[src/rtl/alu_arb_pkg.sv]
// alu_arb_pkg
// Shared definitions for the ALU access arbiter:
//   - word/opcode widths and the opcode encoding used by the ALU
//   - FSM state type
//   - latency_of(): opcode -> number of cycles the ALU inputs are held
//   - is_supported(): opcode is one the ALU implements
package alu_arb_pkg;

  localparam int ARB_WORD_SIZE    = 19;
  localparam int ARB_OPCODE_WIDTH = 5;

  localparam logic [ARB_OPCODE_WIDTH-1:0] OP_NOT = 5'h00;
  localparam logic [ARB_OPCODE_WIDTH-1:0] OP_AND = 5'h01;
  localparam logic [ARB_OPCODE_WIDTH-1:0] OP_OR  = 5'h02;
  localparam logic [ARB_OPCODE_WIDTH-1:0] OP_XOR = 5'h03;
  localparam logic [ARB_OPCODE_WIDTH-1:0] OP_ADD = 5'h04;
  localparam logic [ARB_OPCODE_WIDTH-1:0] OP_SUB = 5'h05;
  localparam logic [ARB_OPCODE_WIDTH-1:0] OP_INC = 5'h06;
  localparam logic [ARB_OPCODE_WIDTH-1:0] OP_DEC = 5'h07;
  localparam logic [ARB_OPCODE_WIDTH-1:0] OP_MUL = 5'h08;
  localparam logic [ARB_OPCODE_WIDTH-1:0] OP_DIV = 5'h09;

  typedef enum logic [1:0] {
    IDLE = 2'd0,
    EXEC = 2'd1,
    RESP = 2'd2
  } state_t;

  // Cycles the ALU inputs must stay stable before the result is valid.
  // Unsupported opcodes still take one cycle so they flow through EXEC.
  function automatic int unsigned latency_of(input logic [ARB_OPCODE_WIDTH-1:0] opcode,
                                             input int unsigned mul_cycles,
                                             input int unsigned div_cycles);
    int unsigned lat;
    lat = 1;
    if (opcode == OP_MUL) lat = mul_cycles;
    else if (opcode == OP_DIV) lat = div_cycles;
    return lat;
  endfunction

  function automatic logic is_supported(input logic [ARB_OPCODE_WIDTH-1:0] opcode);
    logic ok;
    ok = 1'b0;
    case (opcode)
      OP_NOT, OP_AND, OP_OR, OP_XOR, OP_ADD, OP_SUB,
      OP_INC, OP_DEC, OP_MUL, OP_DIV: ok = 1'b1;
      default: ok = 1'b0;
    endcase
    return ok;
  endfunction

endpackage

[src/rtl/alu_access_arbiter_rr.sv]
// rr_arbiter_2
// Two-way round-robin grant, purely combinational.
//   req        : request vector (bit i = requester i)
//   last_grant : requester that was served most recently
//   grant      : one-hot grant; on a tie the requester other than
//                last_grant wins
module rr_arbiter_2 (
  input  logic [1:0] req,
  input  logic       last_grant,
  output logic [1:0] grant
);

  always_comb begin
    grant = 2'b00;
    case (req)
      2'b01:   grant = 2'b01;
      2'b10:   grant = 2'b10;
      2'b11:   grant = last_grant ? 2'b01 : 2'b10;
      default: grant = 2'b00;
    endcase
  end

endmodule

[src/rtl/alu_access_arbiter.sv]
// alu_access_arbiter
// Shares one combinational ALU between two requesters (0 = execute stage,
// 1 = address/loop-count helper). Accepts one request at a time with
// round-robin arbitration, holds the latched opcode/operands on the ALU
// for an opcode-dependent number of cycles, captures the result and
// returns it to the owner over a valid/ready response handshake.
// Ports:
//   clk, reset                : clock, asynchronous active-high reset
//   req_valid / req_ready     : per-requester request handshake
//   req{0,1}_opcode/operand_* : request payloads
//   resp_valid / resp_ready   : per-requester response handshake
//   resp_data / resp_err      : shared result and error flag
//   alu_opcode / alu_operand_*: registered drive into the ALU
//   alu_result                : combinational ALU output
//   busy                      : FSM is not idle
module alu_access_arbiter
  import alu_arb_pkg::*;
#(
  parameter int WORD_SIZE    = ARB_WORD_SIZE,
  parameter int OPCODE_WIDTH = ARB_OPCODE_WIDTH,
  parameter int MUL_CYCLES   = 3,
  parameter int DIV_CYCLES   = 10
) (
  input  logic                    clk,
  input  logic                    reset,
  input  logic [1:0]              req_valid,
  output logic [1:0]              req_ready,
  input  logic [OPCODE_WIDTH-1:0] req0_opcode,
  input  logic [OPCODE_WIDTH-1:0] req1_opcode,
  input  logic [WORD_SIZE-1:0]    req0_operand_1,
  input  logic [WORD_SIZE-1:0]    req0_operand_2,
  input  logic [WORD_SIZE-1:0]    req1_operand_1,
  input  logic [WORD_SIZE-1:0]    req1_operand_2,
  output logic [1:0]              resp_valid,
  input  logic [1:0]              resp_ready,
  output logic [WORD_SIZE-1:0]    resp_data,
  output logic                    resp_err,
  output logic [OPCODE_WIDTH-1:0] alu_opcode,
  output logic [WORD_SIZE-1:0]    alu_operand_1,
  output logic [WORD_SIZE-1:0]    alu_operand_2,
  input  logic [WORD_SIZE-1:0]    alu_result,
  output logic                    busy
);

  localparam int MAX_L = (DIV_CYCLES > MUL_CYCLES) ? DIV_CYCLES : MUL_CYCLES;
  // count holds at most MAX_L-1
  localparam int CNT_W = (MAX_L > 1) ? $clog2(MAX_L) : 1;

  state_t                  state_reg, state_next;
  logic                    owner_reg, owner_next;
  logic                    last_grant_reg, last_grant_next;
  logic [CNT_W-1:0]        count_reg, count_next;
  logic                    err_pending_reg, err_pending_next;
  logic [OPCODE_WIDTH-1:0] opcode_reg, opcode_next;
  logic [WORD_SIZE-1:0]    op1_reg, op1_next;
  logic [WORD_SIZE-1:0]    op2_reg, op2_next;
  logic [WORD_SIZE-1:0]    resp_data_reg, resp_data_next;
  logic                    resp_err_reg, resp_err_next;

  logic [1:0]              grant;
  logic [OPCODE_WIDTH-1:0] sel_opcode;
  logic [WORD_SIZE-1:0]    sel_op1;
  logic [WORD_SIZE-1:0]    sel_op2;

  rr_arbiter_2 u_rr (
    .req        (req_valid),
    .last_grant (last_grant_reg),
    .grant      (grant)
  );

  // Payload of whichever requester currently holds the grant.
  assign sel_opcode = grant[1] ? req1_opcode    : req0_opcode;
  assign sel_op1    = grant[1] ? req1_operand_1 : req0_operand_1;
  assign sel_op2    = grant[1] ? req1_operand_2 : req0_operand_2;

  // Ready is combinational from req_valid in IDLE. Gating with reset keeps
  // it low while reset is held, since the FSM sits in IDLE then.
  assign req_ready     = (state_reg == IDLE && !reset) ? grant : 2'b00;
  assign resp_valid    = (state_reg == RESP) ? (owner_reg ? 2'b10 : 2'b01) : 2'b00;
  assign resp_data     = resp_data_reg;
  assign resp_err      = resp_err_reg;
  assign alu_opcode    = opcode_reg;
  assign alu_operand_1 = op1_reg;
  assign alu_operand_2 = op2_reg;
  assign busy          = (state_reg != IDLE);

  always_ff @(posedge clk or posedge reset) begin
    if (reset) begin
      state_reg       <= IDLE;
      owner_reg       <= 1'b0;
      last_grant_reg  <= 1'b1;
      count_reg       <= '0;
      err_pending_reg <= 1'b0;
      opcode_reg      <= '0;
      op1_reg         <= '0;
      op2_reg         <= '0;
      resp_data_reg   <= '0;
      resp_err_reg    <= 1'b0;
    end else begin
      state_reg       <= state_next;
      owner_reg       <= owner_next;
      last_grant_reg  <= last_grant_next;
      count_reg       <= count_next;
      err_pending_reg <= err_pending_next;
      opcode_reg      <= opcode_next;
      op1_reg         <= op1_next;
      op2_reg         <= op2_next;
      resp_data_reg   <= resp_data_next;
      resp_err_reg    <= resp_err_next;
    end
  end

  always_comb begin
    state_next       = state_reg;
    owner_next       = owner_reg;
    last_grant_next  = last_grant_reg;
    count_next       = count_reg;
    err_pending_next = err_pending_reg;
    opcode_next      = opcode_reg;
    op1_next         = op1_reg;
    op2_next         = op2_reg;
    resp_data_next   = resp_data_reg;
    resp_err_next    = resp_err_reg;

    case (state_reg)
      IDLE: begin
        if (grant != 2'b00) begin
          owner_next = grant[1];
          if (sel_opcode == OP_DIV && sel_op2 == '0) begin
            // Divide-by-zero short-circuits: the ALU registers keep their
            // previous values so the ALU never sees the illegal divide.
            resp_data_next = '1;
            resp_err_next  = 1'b1;
            state_next     = RESP;
          end else begin
            opcode_next      = sel_opcode;
            op1_next         = sel_op1;
            op2_next         = sel_op2;
            count_next       = CNT_W'(latency_of(sel_opcode, MUL_CYCLES, DIV_CYCLES) - 1);
            err_pending_next = !is_supported(sel_opcode);
            state_next       = EXEC;
          end
        end
      end
      EXEC: begin
        if (count_reg == '0) begin
          resp_data_next = alu_result;
          resp_err_next  = err_pending_reg;
          state_next     = RESP;
        end else begin
          count_next = count_reg - CNT_W'(1);
        end
      end
      RESP: begin
        // Only the owner's resp_ready completes the response.
        if (resp_ready[owner_reg]) begin
          last_grant_next = owner_reg;
          state_next      = IDLE;
        end
      end
      default: state_next = IDLE;
    endcase
  end

endmodule

[config.mk]
export PLATFORM = sky130hd
export DESIGN_NAME = alu_access_arbiter
export DESIGN_NICKNAME = d
export VERILOG_FILES = /design/src/rtl/alu_arb_pkg.sv /design/src/rtl/alu_access_arbiter_rr.sv /design/src/rtl/alu_access_arbiter.sv
export SDC_FILE = /design/constraint.sdc
export NUM_CORES = 1
export LEC_CHECK = 0
export ABC_CLOCK_PERIOD_IN_PS = 1900
export CORE_MARGIN = 4
export CORE_UTILIZATION = 36
export CTS_CLUSTER_SIZE = 12
export DETAILED_ROUTE_END_ITERATION = 10
export MAX_ROUTING_LAYER = met4
export PLACE_DENSITY_LB_ADDON = 0.12
export RECOVER_POWER = 25
export SLEW_MARGIN = 0
export SYNTH_ARGS = -nofsm -noshare
export SYNTH_HDL_FRONTEND = slang
export SYNTH_SLANG_ARGS = --single-unit
export TNS_END_PERCENT = 1
[constraint.sdc]
create_clock -name clk -period 1.9 [get_ports clk]
set_input_delay 0.19 -clock clk [delete_from_list [all_inputs] [get_ports clk]]
set_output_delay 0.19 -clock clk [all_outputs]
set_load 0.1 [all_outputs]
* Word level (Yosys, flattened, before mapping)
Memories as Yosys holds them, arrays and structs flattened.
Cells that the tools add are included.
** Storage, ports and cells
- Flip-flop bits (word level) :: 72
- Memory bits (read-only) :: 16
- Bits of input ports :: 111
- Output and inout bits :: 68
- Memories :: 1
** Operators by class
- Add/subtract/negate cells :: 2
- Magnitude comparators :: 1
- Equal/unequal tests :: 13
- Multiplexer cells :: 36
- Bitwise gates (word level) :: 1
- Reductions and logical operators :: 16
** Memory list
- (no name shown) :: depth 16, bits a word 1, read ports 1, clocked after Yosys merged registers in 0, write ports 0, line alu_arb_pkg.sv:44 : case (opcode)
** Operators by type and width (count)
- 2-to-1 mux 19 bit :: 5
- case mux 19 bit (2 select lines) :: 1
- 2-to-1 mux 4 bit :: 8
- logical NOT 19 bit :: 1
- 2-to-1 mux 2 bit :: 8
- case mux 2 bit (3 select lines) :: 2
- equality test 5 x 4 -> 1 bit (second input constant) :: 2
- 2-to-1 mux 1 bit :: 9
- case mux 4 bit (2 select lines) :: 1
- AND reduction 4 bit :: 2
- subtractor 4 x 1 -> 4 bit (second input constant) :: 2
- equality test 2 bit (second input constant) :: 3
- != test 2 x 1 -> 1 bit (second input constant) :: 3
- != test 2 bit (second input constant) :: 3
- AND reduction 3 bit :: 2
- nonzero test 2 bit :: 3
- 2-to-1 mux 5 bit :: 1
- equality test 2 x 1 -> 1 bit (second input constant) :: 2
- logical NOT 4 bit :: 1
- AND reduction 2 bit :: 2
- logical AND 1 bit :: 2
- logical NOT 1 bit :: 2
- logical NOT 2 bit :: 1
- < comparator 1 x 2 -> 1 bit (second input constant) :: 1
- 2 further kinds :: 2

* Longest topological paths before layout
- Word-level depth :: 13
- Gate-level depth with buffers :: 10
- Depth with buffers taken out :: 9

* By module
Synthesis repeated with hierarchy kept, for this count alone.
** Second synthesis, totals
- Cells, all modules :: 327
- Area, all modules :: 3971.3 µm²
** Modules (own cells, without submodules)
- alu_access_arbiter :: times used 1, cells each 324, area each 3952.5 µm², sequential area each 1803.0 µm²
- rr_arbiter_2 :: times used 1, cells each 3, area each 18.8 µm², sequential area each 0.0 µm²

* Worst setup path after synthesis
OpenSTA, ideal clock, no wires.
- Path kind :: register to output
- Start :: register state_reg[1]
- End :: output port req_ready[0]
- Arrival time :: 3585 ps
- Slack :: -1875 ps
- Cell stages (with the launch flop) :: 5
- Path buffers :: 1
- Path through :: dfrtp_1 > or2_1 > or2_0 > clkbuf_2 > nor3_1
** Between the ends
- Word-level cells in the longest chain between the ends :: 3
** Ends and longest elaborated chain
- from (decl) :: line alu_access_arbiter.sv:49 : state_t state_reg, state_next;
- from (signal assigned) :: line alu_access_arbiter.sv:100 : state_reg <= state_next;
- logical NOT 2 bit :: line alu_access_arbiter.sv:78 : assign req_ready = (state_reg == IDLE && !reset) ? grant : 2'b00;
- logical AND 1 bit :: line alu_access_arbiter.sv:78
- 2-to-1 mux 2 bit :: line alu_access_arbiter.sv:78
- to (decl) :: line alu_access_arbiter.sv:27 : output logic [1:0] req_ready,
No other way between the ends.

* Worst setup path in the final report
- Start :: register last_grant_reg
- End :: register op2_reg[9] (netlist: alu_operand_2[9])
** Between the ends
- Word-level cells in the longest chain between the ends :: 7
- Elaborated cells between the ends (all ways) :: 10
** Ends and longest elaborated chain
- from (decl) :: line alu_access_arbiter.sv:51 : logic last_grant_reg, last_grant_next;
- from (signal assigned) :: line alu_access_arbiter.sv:102 : last_grant_reg <= last_grant_next;
- 2-to-1 mux 2 bit * :: line alu_access_arbiter_rr.sv:18 : 2'b11: grant = last_grant ? 2'b01 : 2'b10;
- case mux 2 bit (3 select lines) * :: line alu_access_arbiter_rr.sv:15 : case (req)
- 2-to-1 mux 19 bit / 2-to-1 mux 5 bit (equally long branches) :: line alu_access_arbiter.sv:74, alu_access_arbiter.sv:72
- logical NOT 19 bit / equality test 5 x 4 -> 1 bit (equally long branches) :: line alu_access_arbiter.sv:129 : if (sel_opcode == OP_DIV && sel_op2 == '0) begin
- logical AND 1 bit :: line alu_access_arbiter.sv:129
- NOT 1 bit (no source line)
- AND reduction 3 bit (no source line)
- to (signal assigned) :: line alu_access_arbiter.sv:107 : op2_reg <= op2_next;
- to (decl) :: line alu_access_arbiter.sv:56 : logic [WORD_SIZE-1:0] op2_reg, op2_next;
Mark *: on every way between the ends. The rest lies on a longest branch, timed or not.
A chain may end at the register's enable or synchronous reset.

==> metrics.md <==
| Metric | Value |
|---|---|
| # nets final | `705` |
| I/O Pins | `179` |
| DPL Wire Length | `8438 um` |
| H-tree depth | `3` |
| Number of setup violations in the final report | `40` |
| Clk_skew | `0.01360 ns` |
| Vias | `3511` |
| Post-synth top area share | `0.5002` |
| Crit path kind | `flip-flop to flip-flop` |
| Worst R2R End | `alu_operand_2[9]` |
| Hold Buf Count CTS | `0` |
| Routability Congestion | `0.8469` |
| Crit path capture type | `flip-flop` |
| Vias in the first global route | `3619` |
| Ranking of synthesized cells by area | `dfrtp_1, nand2_1, mux2_2` |
| Synth Net Count | `469` |
| Critical path startpoint category | `flip-flop` |
| Count of pins over their slew limit | `0` |
| EDFF count, synth | `0` |
| DRC viols | `0` |
| Core area | `0.009415 mm2` |
| Synth Area per Inst | `9.950 um2` |
| Synth Cell Area | `0.003552 mm2` |
| Site Rows | `35` |
| Initial detailed-routing violation count | `153` |
| R2R depth | `7` |
| Initial Util | `0.3773` |
| Fmax | `512.1 MHz` |
| Die Area | `0.01152 mm2` |
| Largest net degree at the start of global routing | `38` |
| Yosys warnings | `0` |
| Synth unique cells | `39` |
| Met3 Wirelength | `719 um` |
| Fraction of layout cells with a size suffix above 1 | `0.3629` |
| Clock transition at path regs | `0.08 ns` |
| WL per Instance | `15.76 um` |
| Top Metal Used | `met4` |
| Reg2Reg Setup Slack | `-0.05 ns` |
| RSZ-0062 raised after global routing | `yes` |
| Area leader, netlist | `dfrtp_1` |
| Critical Path Fanout Max | `9` |
| CTS Buf Count | `9` |
| Clk_lat worst skew | `0.34 ns` |
| TritonCTS clock tree | `built` |
| Status | `finished with violations` |
| Drt first pass iters | `5` |
| CTS sink cnt | `72` |
| Max_cap viols | `0` |
| Worst-Margin Slew | `0.9383 ns` |
| Total GRT Usage | `0.1964` |
| Final Hold Violating Endpoints | `0` |
| Crit path from | `last_grant_reg` |
| Met2 wire len | `5520 um` |
| Die H | `107.3 um` |
| Met1 Routed Length | `5012 um` |
| Sequential share of the synthesized area | `0.5076` |
| Setup ws final | `-0.05259 ns` |
| Area Overhead vs Synth | `75.34%` |
| Worst Path Required | `2.12 ns` |
| FF-to-FF Start | `last_grant_reg` |
| Tmin final | `1.953 ns` |
| Fin crit share | `1.028` |
| Synth Instances | `357` |
| Failing checks | `setup timing` |
| Ys flop type | `dfrtp_1` |
| DRT antenna net count | `0` |
| Detailed Route WL | `11460 um` |
| Max Buffers Root-to-Sink | `2` |
| Antenna violations before repair | `0` |
| Root Buffer | `clkbuf_8` |
| WHS | `0.4476 ns` |
| Synth async-reset ratio | `1.000` |
| Diode count | `0` |
| Hold Crit Class | `primary input to asynchronous set/reset pin` |
| Critical path endpoint | `alu_operand_2[9]` |
| PortBufs | `178` |
| Die W | `107.3 um` |
| First-pass GRT wire length | `17580 um` |
| Slew Limit Headroom | `0.3745` |
| Total grt overflow | `0` |
| Flop and latch count out of synthesis | `72` |
| Crit path DAT | `2.17 ns` |
| Vias per cell | `4.829` |
==> final cells by class <==
| cell class | instances | area (um2) |
|---|---|---|
| clock buffer | 11 | 151.4 |
| clock inverter | 5 | 102.6 |
| fill | 790 | 3187 |
| inverter | 5 | 20.02 |
| multi-input combinational | 262 | 1739 |
| sequential | 72 | 1803 |
| tap | 129 | 161.4 |
| timing repair buffer | 243 | 2251 |
==> how the worst min path moves through the flow <==
stage                   startpoint       endpoint  slack, ns  cells after the start
floorplan           alu_result[17]  resp_data[17]       0.34                      1
global placement     resp_data[15]  resp_data[15]       0.47                      1
detailed placement    resp_data[9]   resp_data[9]       0.48                      1
CTS                          reset   resp_data[2]       0.37                      3
global route         alu_result[5]   resp_data[5]       0.46                      2
finish                       reset   resp_data[1]       0.45                      3
==> through the flow <==
step	instances	area [um2]	utilization	worst slack [ns]	setup TNS, ns
global placement	696	5722	0.6077	-0.4132	-16.45
detailed placement	696	5722	0.6077	-0.4207	-17.83
CTS	720	6073	0.6451	-0.05125	-0.7528
global route	727	6228	0.6615	-0.1035	-3.877
floorplan	357	3588	-	-0.2677	-14.02
finish	727	6228	0.6615	-0.05259	-1.502
==> cells in the final DEF, fill, tap and decap left out, drive strengths merged, types with 4 or more instances in the layout <==
cell | netlist | layout
clkdlybuf4s50 | 0 | 110
nand2 | 130 | 130
nand4 | 4 | 4
clkbuf | 7 | 14
nor3 | 7 | 7
mux2i | 6 | 6
o21ai | 7 | 7
mux2 | 43 | 43
dfrtp | 71 | 71
nor4 | 8 | 8
o22a | 20 | 20
inv | 5 | 4
nor2 | 6 | 6
buf | 11 | 130
==> worst max-delay path, cell delays in order (launching register included) <==
cell and delay [ns]:
dfstp_2 0.55, a21bo_4 0.19, buf_6 0.13, mux2i_4 0.28, a21oi_4 0.10, buf_12 0.14
clkbuf_16 0.16, mux2_2 0.27
==> synth_stat cells (3+ instances only) <==
master	n
nand4_1	4
inv_1	5
nand2_1	130
dfrtp_1	71
mux2_2	43
nor4_1	8
o22a_1	20
nor2b_1	3
buf_1	4
buf_6	4
nor3_1	7
mux2i_1	5
buf_2	3
nor2_1	6
o21ai_0	7
clkbuf_1	6
a31oi_1	3
==> timing repair <==
action                                 in CTS  in global routing
setup endpoints to repair                   8                 70
setup buffers                               9                  4
endpoints found under the hold margin       0                  0
cloned                                      0                  3
pin swaps                                   7                  4
resized for setup                          11                 18
==> per-layer routing <==
metal  up-vias  GRT usage
met4         0    0.06132
met2       139     0.3324
li1       1708          -
met1      1645     0.2392
met3        19    0.03659
met5         -          -
==> logic make-up after synthesis <==
logic type,synth area share
buf+inv,0.03416
simple gates,0.1969
fa+ha+maj,0.003522
flops,0.5076
compound gates,0.1011
mux,0.1567
Power is left out: the tool's default activity adds up to more than one toggle a clock period on the data nets, which glitch-free logic cannot reach.
